File: src/rtl/lzw_code_packer.sv
// lzw_code_packer
//   Packs fixed-width LZW codes MSB-first into a continuous stream of
//   WORD_W-bit words. The words are queued in a small FIFO for the output
//   writer. An end-of-stream flush zero-pads the last partial word, waits
//   for the FIFO to drain and then pulses oFlushDone.
//
// Ports
//   Clk          system clock, rising edge
//   Reset_n      asynchronous active-low reset
//   iCode        code from the dictionary datapath
//   iCodeValid   iCode valid this cycle
//   oCodeReady   packer accepts iCode this cycle (independent of iCodeValid)
//   iFlush       one-cycle end-of-stream request
//   oFlushDone   one-cycle pulse: all bits emitted and FIFO drained
//   oWord        FIFO head word
//   oWordValid   FIFO not empty
//   iWordReady   consumer pops oWord when high together with oWordValid
//   oWordCount   total words popped, wraps
//   oBusy        flush in progress, bits pending or words queued
module lzw_code_packer #(
  parameter int CODE_W     = 12,
  parameter int WORD_W     = 16,
  parameter int FIFO_DEPTH = 4
) (
  input  logic              Clk,
  input  logic              Reset_n,
  input  logic [CODE_W-1:0] iCode,
  input  logic              iCodeValid,
  output logic              oCodeReady,
  input  logic              iFlush,
  output logic              oFlushDone,
  output logic [WORD_W-1:0] oWord,
  output logic              oWordValid,
  input  logic              iWordReady,
  output logic [15:0]       oWordCount,
  output logic              oBusy
);

  // The accumulator holds at most WORD_W-1 leftover bits plus one new code.
  localparam int ACC_W  = WORD_W + CODE_W - 1;
  localparam int CNT_W  = $clog2(WORD_W);
  localparam int BITS_W = $clog2(ACC_W + 1);
  localparam int PAD_W  = CNT_W + 1;
  localparam int ADDR_W = $clog2(FIFO_DEPTH);
  localparam logic [ADDR_W:0] FIFO_FULL_CNT = (ADDR_W + 1)'(FIFO_DEPTH);

  typedef enum logic [1:0] {
    PACK  = 2'd0,
    FLUSH = 2'd1,
    DONE  = 2'd2
  } state_t;

  state_t            state;
  logic              flushDone;
  // Pending bits are kept right-aligned: bit bitCount-1 is the oldest one.
  logic [ACC_W-1:0]  accBits;
  logic [CNT_W-1:0]  bitCount;

  logic [WORD_W-1:0] fifoMem [FIFO_DEPTH];
  logic [ADDR_W-1:0] wrPtr;
  logic [ADDR_W-1:0] rdPtr;
  logic [ADDR_W:0]   fifoCount;
  logic [15:0]       wordCount;

  logic              fifoFull;
  logic              fifoEmpty;
  logic              codeAccept;
  logic              popEn;
  logic              pushEn;
  logic [WORD_W-1:0] pushWord;
  logic [ACC_W-1:0]  nextAcc;
  logic [CNT_W-1:0]  nextCount;
  logic [ACC_W-1:0]  catBits;
  logic [ACC_W-1:0]  keepMask;
  logic [BITS_W-1:0] sumBits;
  logic [BITS_W-1:0] alignShift;
  logic [PAD_W-1:0]  padShift;

  assign fifoFull   = (fifoCount == FIFO_FULL_CNT);
  assign fifoEmpty  = (fifoCount == {(ADDR_W + 1){1'b0}});
  assign oCodeReady = (state == PACK) && !fifoFull;
  assign codeAccept = iCodeValid && oCodeReady;
  assign popEn      = !fifoEmpty && iWordReady;
  assign oWord      = fifoMem[rdPtr];
  assign oWordValid = !fifoEmpty;
  assign oWordCount = wordCount;
  assign oFlushDone = flushDone;
  assign oBusy      = (state != PACK) || (bitCount != {CNT_W{1'b0}}) || !fifoEmpty;

  // Append/extract datapath: decides the push word and the next accumulator.
  always_comb begin
    // New code goes below the existing bits; the top bits of the old
    // accumulator are always zero because bitCount never exceeds WORD_W-1.
    catBits    = {accBits[ACC_W-CODE_W-1:0], iCode};
    sumBits    = BITS_W'(bitCount) + BITS_W'(CODE_W);
    alignShift = sumBits - BITS_W'(WORD_W);
    padShift   = PAD_W'(WORD_W) - {1'b0, bitCount};
    nextAcc    = accBits;
    nextCount  = bitCount;
    keepMask   = {ACC_W{1'b1}};
    pushEn     = 1'b0;
    pushWord   = {WORD_W{1'b0}};
    if (codeAccept) begin
      if (sumBits >= BITS_W'(WORD_W)) begin
        pushEn    = 1'b1;
        pushWord  = WORD_W'(catBits >> alignShift);
        nextCount = CNT_W'(alignShift);
      end else begin
        nextCount = CNT_W'(sumBits);
      end
      // Drop the bits that just left in the pushed word.
      keepMask = (ACC_W'(1) << nextCount) - ACC_W'(1);
      nextAcc  = catBits & keepMask;
    end else if ((state == FLUSH) && (bitCount != {CNT_W{1'b0}}) && !fifoFull) begin
      // Left-align the remainder; the shift fills the tail with zeros.
      pushEn    = 1'b1;
      pushWord  = WORD_W'(accBits << padShift);
      nextAcc   = {ACC_W{1'b0}};
      nextCount = {CNT_W{1'b0}};
    end else begin
      nextAcc   = accBits;
      nextCount = bitCount;
    end
  end

  // Accumulator and bit-count registers.
  always_ff @(posedge Clk or negedge Reset_n) begin
    if (!Reset_n) begin
      accBits  <= {ACC_W{1'b0}};
      bitCount <= {CNT_W{1'b0}};
    end else begin
      accBits  <= nextAcc;
      bitCount <= nextCount;
    end
  end

  // Flush sequencing FSM with registered completion pulse.
  always_ff @(posedge Clk or negedge Reset_n) begin
    if (!Reset_n) begin
      state     <= PACK;
      flushDone <= 1'b0;
    end else begin
      case (state)
        PACK: begin
          flushDone <= 1'b0;
          if (iFlush) begin
            state <= FLUSH;
          end else begin
            state <= PACK;
          end
        end
        FLUSH: begin
          // Completion needs both the remainder pushed and the FIFO drained.
          if ((bitCount == {CNT_W{1'b0}}) && fifoEmpty) begin
            state     <= DONE;
            flushDone <= 1'b1;
          end else begin
            state     <= FLUSH;
            flushDone <= 1'b0;
          end
        end
        DONE: begin
          state     <= PACK;
          flushDone <= 1'b0;
        end
        default: begin
          state     <= PACK;
          flushDone <= 1'b0;
        end
      endcase
    end
  end

  // Output word FIFO; the producer never pushes while full.
  always_ff @(posedge Clk or negedge Reset_n) begin
    if (!Reset_n) begin
      for (int i = 0; i < FIFO_DEPTH; i++) begin
        fifoMem[i] <= {WORD_W{1'b0}};
      end
      wrPtr     <= {ADDR_W{1'b0}};
      rdPtr     <= {ADDR_W{1'b0}};
      fifoCount <= {(ADDR_W + 1){1'b0}};
    end else begin
      if (pushEn) begin
        fifoMem[wrPtr] <= pushWord;
        wrPtr          <= wrPtr + ADDR_W'(1);
      end
      if (popEn) begin
        rdPtr <= rdPtr + ADDR_W'(1);
      end
      case ({pushEn, popEn})
        2'b10:   fifoCount <= fifoCount + (ADDR_W + 1)'(1);
        2'b01:   fifoCount <= fifoCount - (ADDR_W + 1)'(1);
        default: fifoCount <= fifoCount;
      endcase
    end
  end

  // Count of words handed to the consumer.
  always_ff @(posedge Clk or negedge Reset_n) begin
    if (!Reset_n) begin
      wordCount <= 16'h0000;
    end else if (popEn) begin
      wordCount <= wordCount + 16'h0001;
    end else begin
      wordCount <= wordCount;
    end
  end

endmodule

File: config.mk
export PLATFORM = sky130hd
export DESIGN_NAME = lzw_code_packer
export DESIGN_NICKNAME = d
export VERILOG_FILES = /design/src/rtl/lzw_code_packer.sv
export SDC_FILE = /design/constraint.sdc
export NUM_CORES = 1
export LEC_CHECK = 0
export ABC_AREA = 1
export BUFFER_PORTS_ARGS = -buffer_cell sky130_fd_sc_hd__buf_2
export CORE_UTILIZATION = 46
export CTS_CLUSTER_SIZE = 28
export DETAILED_ROUTE_END_ITERATION = 10
export SYNTH_ARGS = -nofsm -noshare
export SYNTH_HDL_FRONTEND = slang
export SYNTH_SLANG_ARGS = --single-unit
File: constraint.sdc
create_clock -name Clk -period 4.8 [get_ports Clk]
set_input_delay 0.24 -clock Clk [delete_from_list [all_inputs] [get_ports Clk]]
set_output_delay 0.24 -clock Clk [all_outputs]
set_load 0.005 [all_outputs]
# Yosys cells after proc, flatten, opt, wreduce, memory -nomap -nowiden
# Cells that the tools add are included.
# op_classes
div_mod_pow,0
eq_ne,4
n_lt_le_gt_ge,4
n_reduce_logical,18
bitwise,3
shift,3
n_mul,0
addsub,9
muxes,24
# op_table
operator,count
$mux 16,6
$bwmux 64,1
$mux 27,2
$bmux 16 s2,1
$demux 16 s2,1
$and 27x27->27,1
$shl 1x4->27 const A,1
$shl 27x5->16,1
$shr 27x5->16,1
$sub 27x2->27 const B,1
$add 16x1->16 const B,1
$mux 4,4
$logic_and 1x1->1,7
$ge 3x3->1 const B,2
$mux 1,6
$not 2->3,2
$pmux 3 s2,1
$reduce_bool 2->1,3
$add 4x4->5 const B,1
$ge 5x5->1 const B,1
$sub 5x4->5 const A,1
$sub 5x5->5 const B,1
$add 2x1->2 const B,2
$eq 2x1->1 const B,2
13 further kinds,15
# totals
rom_bits,0
input_bits,17
memories,0
register_bits,121
ramBits,0
latch_bits,0
elab_cells,77
output_inout_bits,36

# Longest topological paths before layout
# depth
depth_word,9
mapped_depth,15
ltp_nobuf,12

# Least setup slack after synthesis
# No wires, ideal clock.
# synth_path
path_kind,register to register
from,register bitCount[2]
to,register fifoCount[2]
required_ns,4.669
arrival_ns,2.405
synth_period_minus_slack_ns,2.536
setup_ns,0.131
path_slack_ns,2.264
path_stages_with_launch,15
path_buffers,3
path_cell_list,dfrtp_1 > buf_4 > inv_2 > buf_4 > ha_1 > buf_2 > nor2_1 > nand2_2 > nand2_8 > inv_1 > ha_1 > fa_1 > a21oi_1 > o21ai_0 > xor2_1
# synth_between
elab_chain_cells,7
elab_cells_between_ends,12
classes_between,1 x add/sub; 1 x order compare; 2 x eq/ne; 4 x mux; 4 x reduce/logical
# synth_lines
element,line,source
from (decl),57,logic [CNT_W-1:0] bitCount;
from (signal assigned),130,bitCount <= {CNT_W{1'b0}};
from (signal assigned),133,bitCount <= nextCount;
"parallel branches: the longest is 4 deep, another holds $add 4x4->5",--,
$mux 1 (*),103,if (codeAccept) begin
$eq 2x1->1 or $eq 2x2->1 (tied branches),191,"case ({pushEn, popEn})"
$pmux 3 s2 or $reduce_bool 2->1 (tied branches),--,
to (signal assigned),192,2'b10: fifoCount <= fifoCount + (ADDR_W + 1)'(1);
to (signal assigned),193,2'b01: fifoCount <= fifoCount - (ADDR_W + 1)'(1);
to (signal assigned),194,default: fifoCount <= fifoCount;
to (decl),62,logic [ADDR_W:0] fifoCount;
# Mark *: on every way between the ends.
# A chain may end at the register's enable or synchronous reset.

# Worst setup path in the final report
# Same ends and word-level chain as after synthesis.

==> summary.md <==
| Metric | Value |
|---|---|
| Status | finished clean |
| Diodes inserted | 0 |
| RSZ-0062 raised after global routing | false |
| Top-area cell type share of the netlist area | a little under half |
| Nets | 852 |
| Max Root-Sink Buffers | 2 |
| Clock sinks | between 100 and 150 |
| Netlist Area Pre-Place | around 6000 um^2 |
| Starting Density | between 40% and 50% |
| Vias in the first global route | ~5,000 |
| Global placement routability congestion | approximately 0.94 |
| Crit path max-delay cell type | fa_1 |
| Critical Path AT | a little over 3000 ps |
| Final Critical Period | about 2800 ps |
| Leading area contributor after synthesis | dfrtp_1 |
| Root Driver | clkbuf_16 |
| Reg-to-Reg Start | bitCount[2] |
| Fillcell total | 1,310 |
| Top post-synthesis cells by count | nand2_1, dfrtp_1, nor2_1 |
| CTS tree | done |
| VDD IR max | around 0.26 mV |
| Period utilization | between 50 and 60% |
| Area growth, synth to finish | 9.92% |
| Count leader, synth | nand2_1 |
| Fmax | around 350 MHz |
| Worst hold slack | 10.7 ps |
| TritonRoute pass-1 iters | 5 |
| Initial antenna violation count | 0 |
| Via-to-Cell Ratio | 5.22 |
| FP Rows | 41 |
| Startpoint types | flop |
| Ratio of cells with drive above 1 in the final layout | between 10% and 20% |
| Sequential share of the synthesized area | between 40% and 50% |
| Die area | approximately 13,000 um^2 |
| Largest net degree at the start of global routing | between 70 and 80 |
| Kind of critical path | reg2reg |
| Synth warn | 0 |
| Leakage Power | around 3.5 nW |
| Fin. max-slew vios | 0 |
| Hold_buf cts | 0 |
| # resized after CTS | 0 |
| Hold Crit Class | in2async |
| Max Cap Violations | 0 |
| Dominant synthesized flop cell | dfrtp_1 |
| IO Count | 53 |
| Reg area | 2700 um^2 |
| Syn_area_per_cell | roughly 7.5 um^2 |
| Clk_lat worst skew | roughly 360 ps |
| H-Tree Depth | 3 |
| Pwr Density | around 660 nW/um^2 |
| Crit path required time | 5030 ps |
| DR iter-0 viols | roughly 360 |
| Port bufs | 52 |
| WL per Instance | roughly 16 um |
| Crit. End Element | flop |
| FFs w/ async S/R, synth | 100% |
| Yosys cell types | 36 |
| Worst setup path startpoint | bitCount[2] |
| Setup violations, final | 0 |
| Most used cell, CP | ha_1 |
| Overall power | 0.00431 W |
| Grt ovf | 0 |
| GR Util All Layers | around a quarter |
| DIE HEIGHT | between 100 and 150 um |
| Crit-path cells | buf_4, inv_2, ha_1, nor2_1, nand2_2, nand2_8, inv_1, ha_1, fa_1, a21oi_1, o21ai_0, xor2_1 |
| Syn nets | 819 |
| Detail Placement HPWL | between 10,000 and 15,000 um |
| Largest cells by area after synthesis | dfrtp_1, nand2_1, o21ai_0 |
| EDFF count, synth | 0 |
| Mapped Cells | roughly 800 |
| Vias after detailed routing | roughly 5,200 |
| Worst path max stage delay | around 380 ps |
| Fin. Hold Viols | 0 |
| Postcts setup bufs | 0 |
| Die W | roughly 120 um |
| Placeable core area | 12,600 um^2 |
| Max Clock Skew | around 7.2 ps |
| Worst-path maximum fanout | 39 |
| # DRC | 0 |
| Slew margin rel. | 31.6% |
| Slew @ Worst Pin | between 1000 and 1500 ps |
| Multi-input logic area | between 2000 and 3000 um^2 |
| Reg clk slew, reported paths | about 70 ps |
| Seq cells post-synth | about 110 |
| Fin util | just over 50% |
| First-pass GRT wire length | roughly 26,000 um |
| CTS buffer count | 9 |
| Setup TNS | 0 ps |
| Routed wire length | between 15,000 and 20,000 um |
| ANT nets after route | 0 |
[final timing paths]
kind	end	slack [ps]	cells after the start
setup / recovery	fifoCount[2]	1960	12
hold / removal	fifoMem[12]	10	1
setup reg to reg	fifoCount[2]	1960	12
hold reg to reg	fifoMem[34]	470	2
max in group asynchronous	oWordCount[1]	3800	2
min in group Clk	state[0]	90	3
[flip-flops by register name, indices dropped and copies added, names as in the netlist]
name	flops
accBits	16
bitCount	2
fifoCount	3
fifoMem	64
oFlushDone	1
oWordCount	16
rdPtr	2
state	2
wrPtr	2
[kinds of logic (layout without fill, tap and decap cells)]
| group | after synthesis | after routing | synth area share [%] |
|---|---|---|---|
| and+or+nand+nor | 446 | 446 | 31.7 |
| AOI/OAI and AO/OA | 109 | 109 | 10.2 |
| DFF | 108 | 108 | 45.3 |
| buffers and inverters | 98 | 134 | 7.62 |
| xor gates and xnor gates | 17 | 17 | 2.50 |
| adders and majority gates | 12 | 12 | 2.64 |
[layout by cell type, fill, tap and decap left out, drive strengths merged]
| cell type | instances |
|---|---|
| xnor2 | 4 |
| dfrtp | 108 |
| buf | 58 |
| clkinv | 2 |
| nand3 | 43 |
| or2 | 5 |
| fa | 1 |
| a211oi | 1 |
| nor2 | 68 |
| bufinv | 1 |
| o21ai | 76 |
| o32ai | 3 |
| o22ai | 23 |
| nor3 | 6 |
| nand2 | 319 |
| nand4 | 5 |
| xor2 | 13 |
| clkbuf | 10 |
| a21oi | 4 |
| inv | 63 |
| o211ai | 2 |
| ha | 11 |
[metrics by stage]
stage | instances | area [um^2] | worst slack (ps)
3_5_place_dp | 984 | 6270 | 2000
4_1_cts | 998 | 6560 | 1990
3_3_place_gp | 984 | 6270 | 2060
2_1_floorplan | 790 | 5960 | 2260
6_report | 998 | 6560 | 1960
5_1_grt | 998 | 6560 | 1760
[layout make-up]
class,instances,area share (%)
Tap cell,172,3.28
Multi-Input combinational cell,584,42.8
Inverter,62,3.59
Clock inverter,4,0.744
Sequential cell,108,41.2
Clock buffer,10,3.65
Timing Repair Buffer,58,4.70
[power breakdown]
part / total, W / switching [W] / internal [W]
registers: 0.00145 / 0.000227 / 0.00122
clock network: 0.000754 / 0.000341 / 0.000414
logic: 0.00211 / 0.00142 / 0.000693
total: 0.00431 / 0.00199 / 0.00233
[per-layer routing]
layer	global-route usage, %	vias to the layer above	part of all wire, %
met5	0	-	0
met4	10.3	0	2.4
met3	3.66	27	3.9
met2	39.5	120	46
met1	34.4	2492	48
li1	-	2574	-
[worst max-delay path: cells and delay by family, from the launching register on]
family | cells | cell delay [ps]
buffers and inverters | 3 | 470
AND/OR/NAND/NOR | 3 | 590
adder cells (fa/ha/maj) | 3 | 900
AO/OA/AOI/OAI | 2 | 260
flip-flops | 1 | 320
XOR/XNOR | 1 | 160
Note: power is estimated with default switching activity, not from simulation.
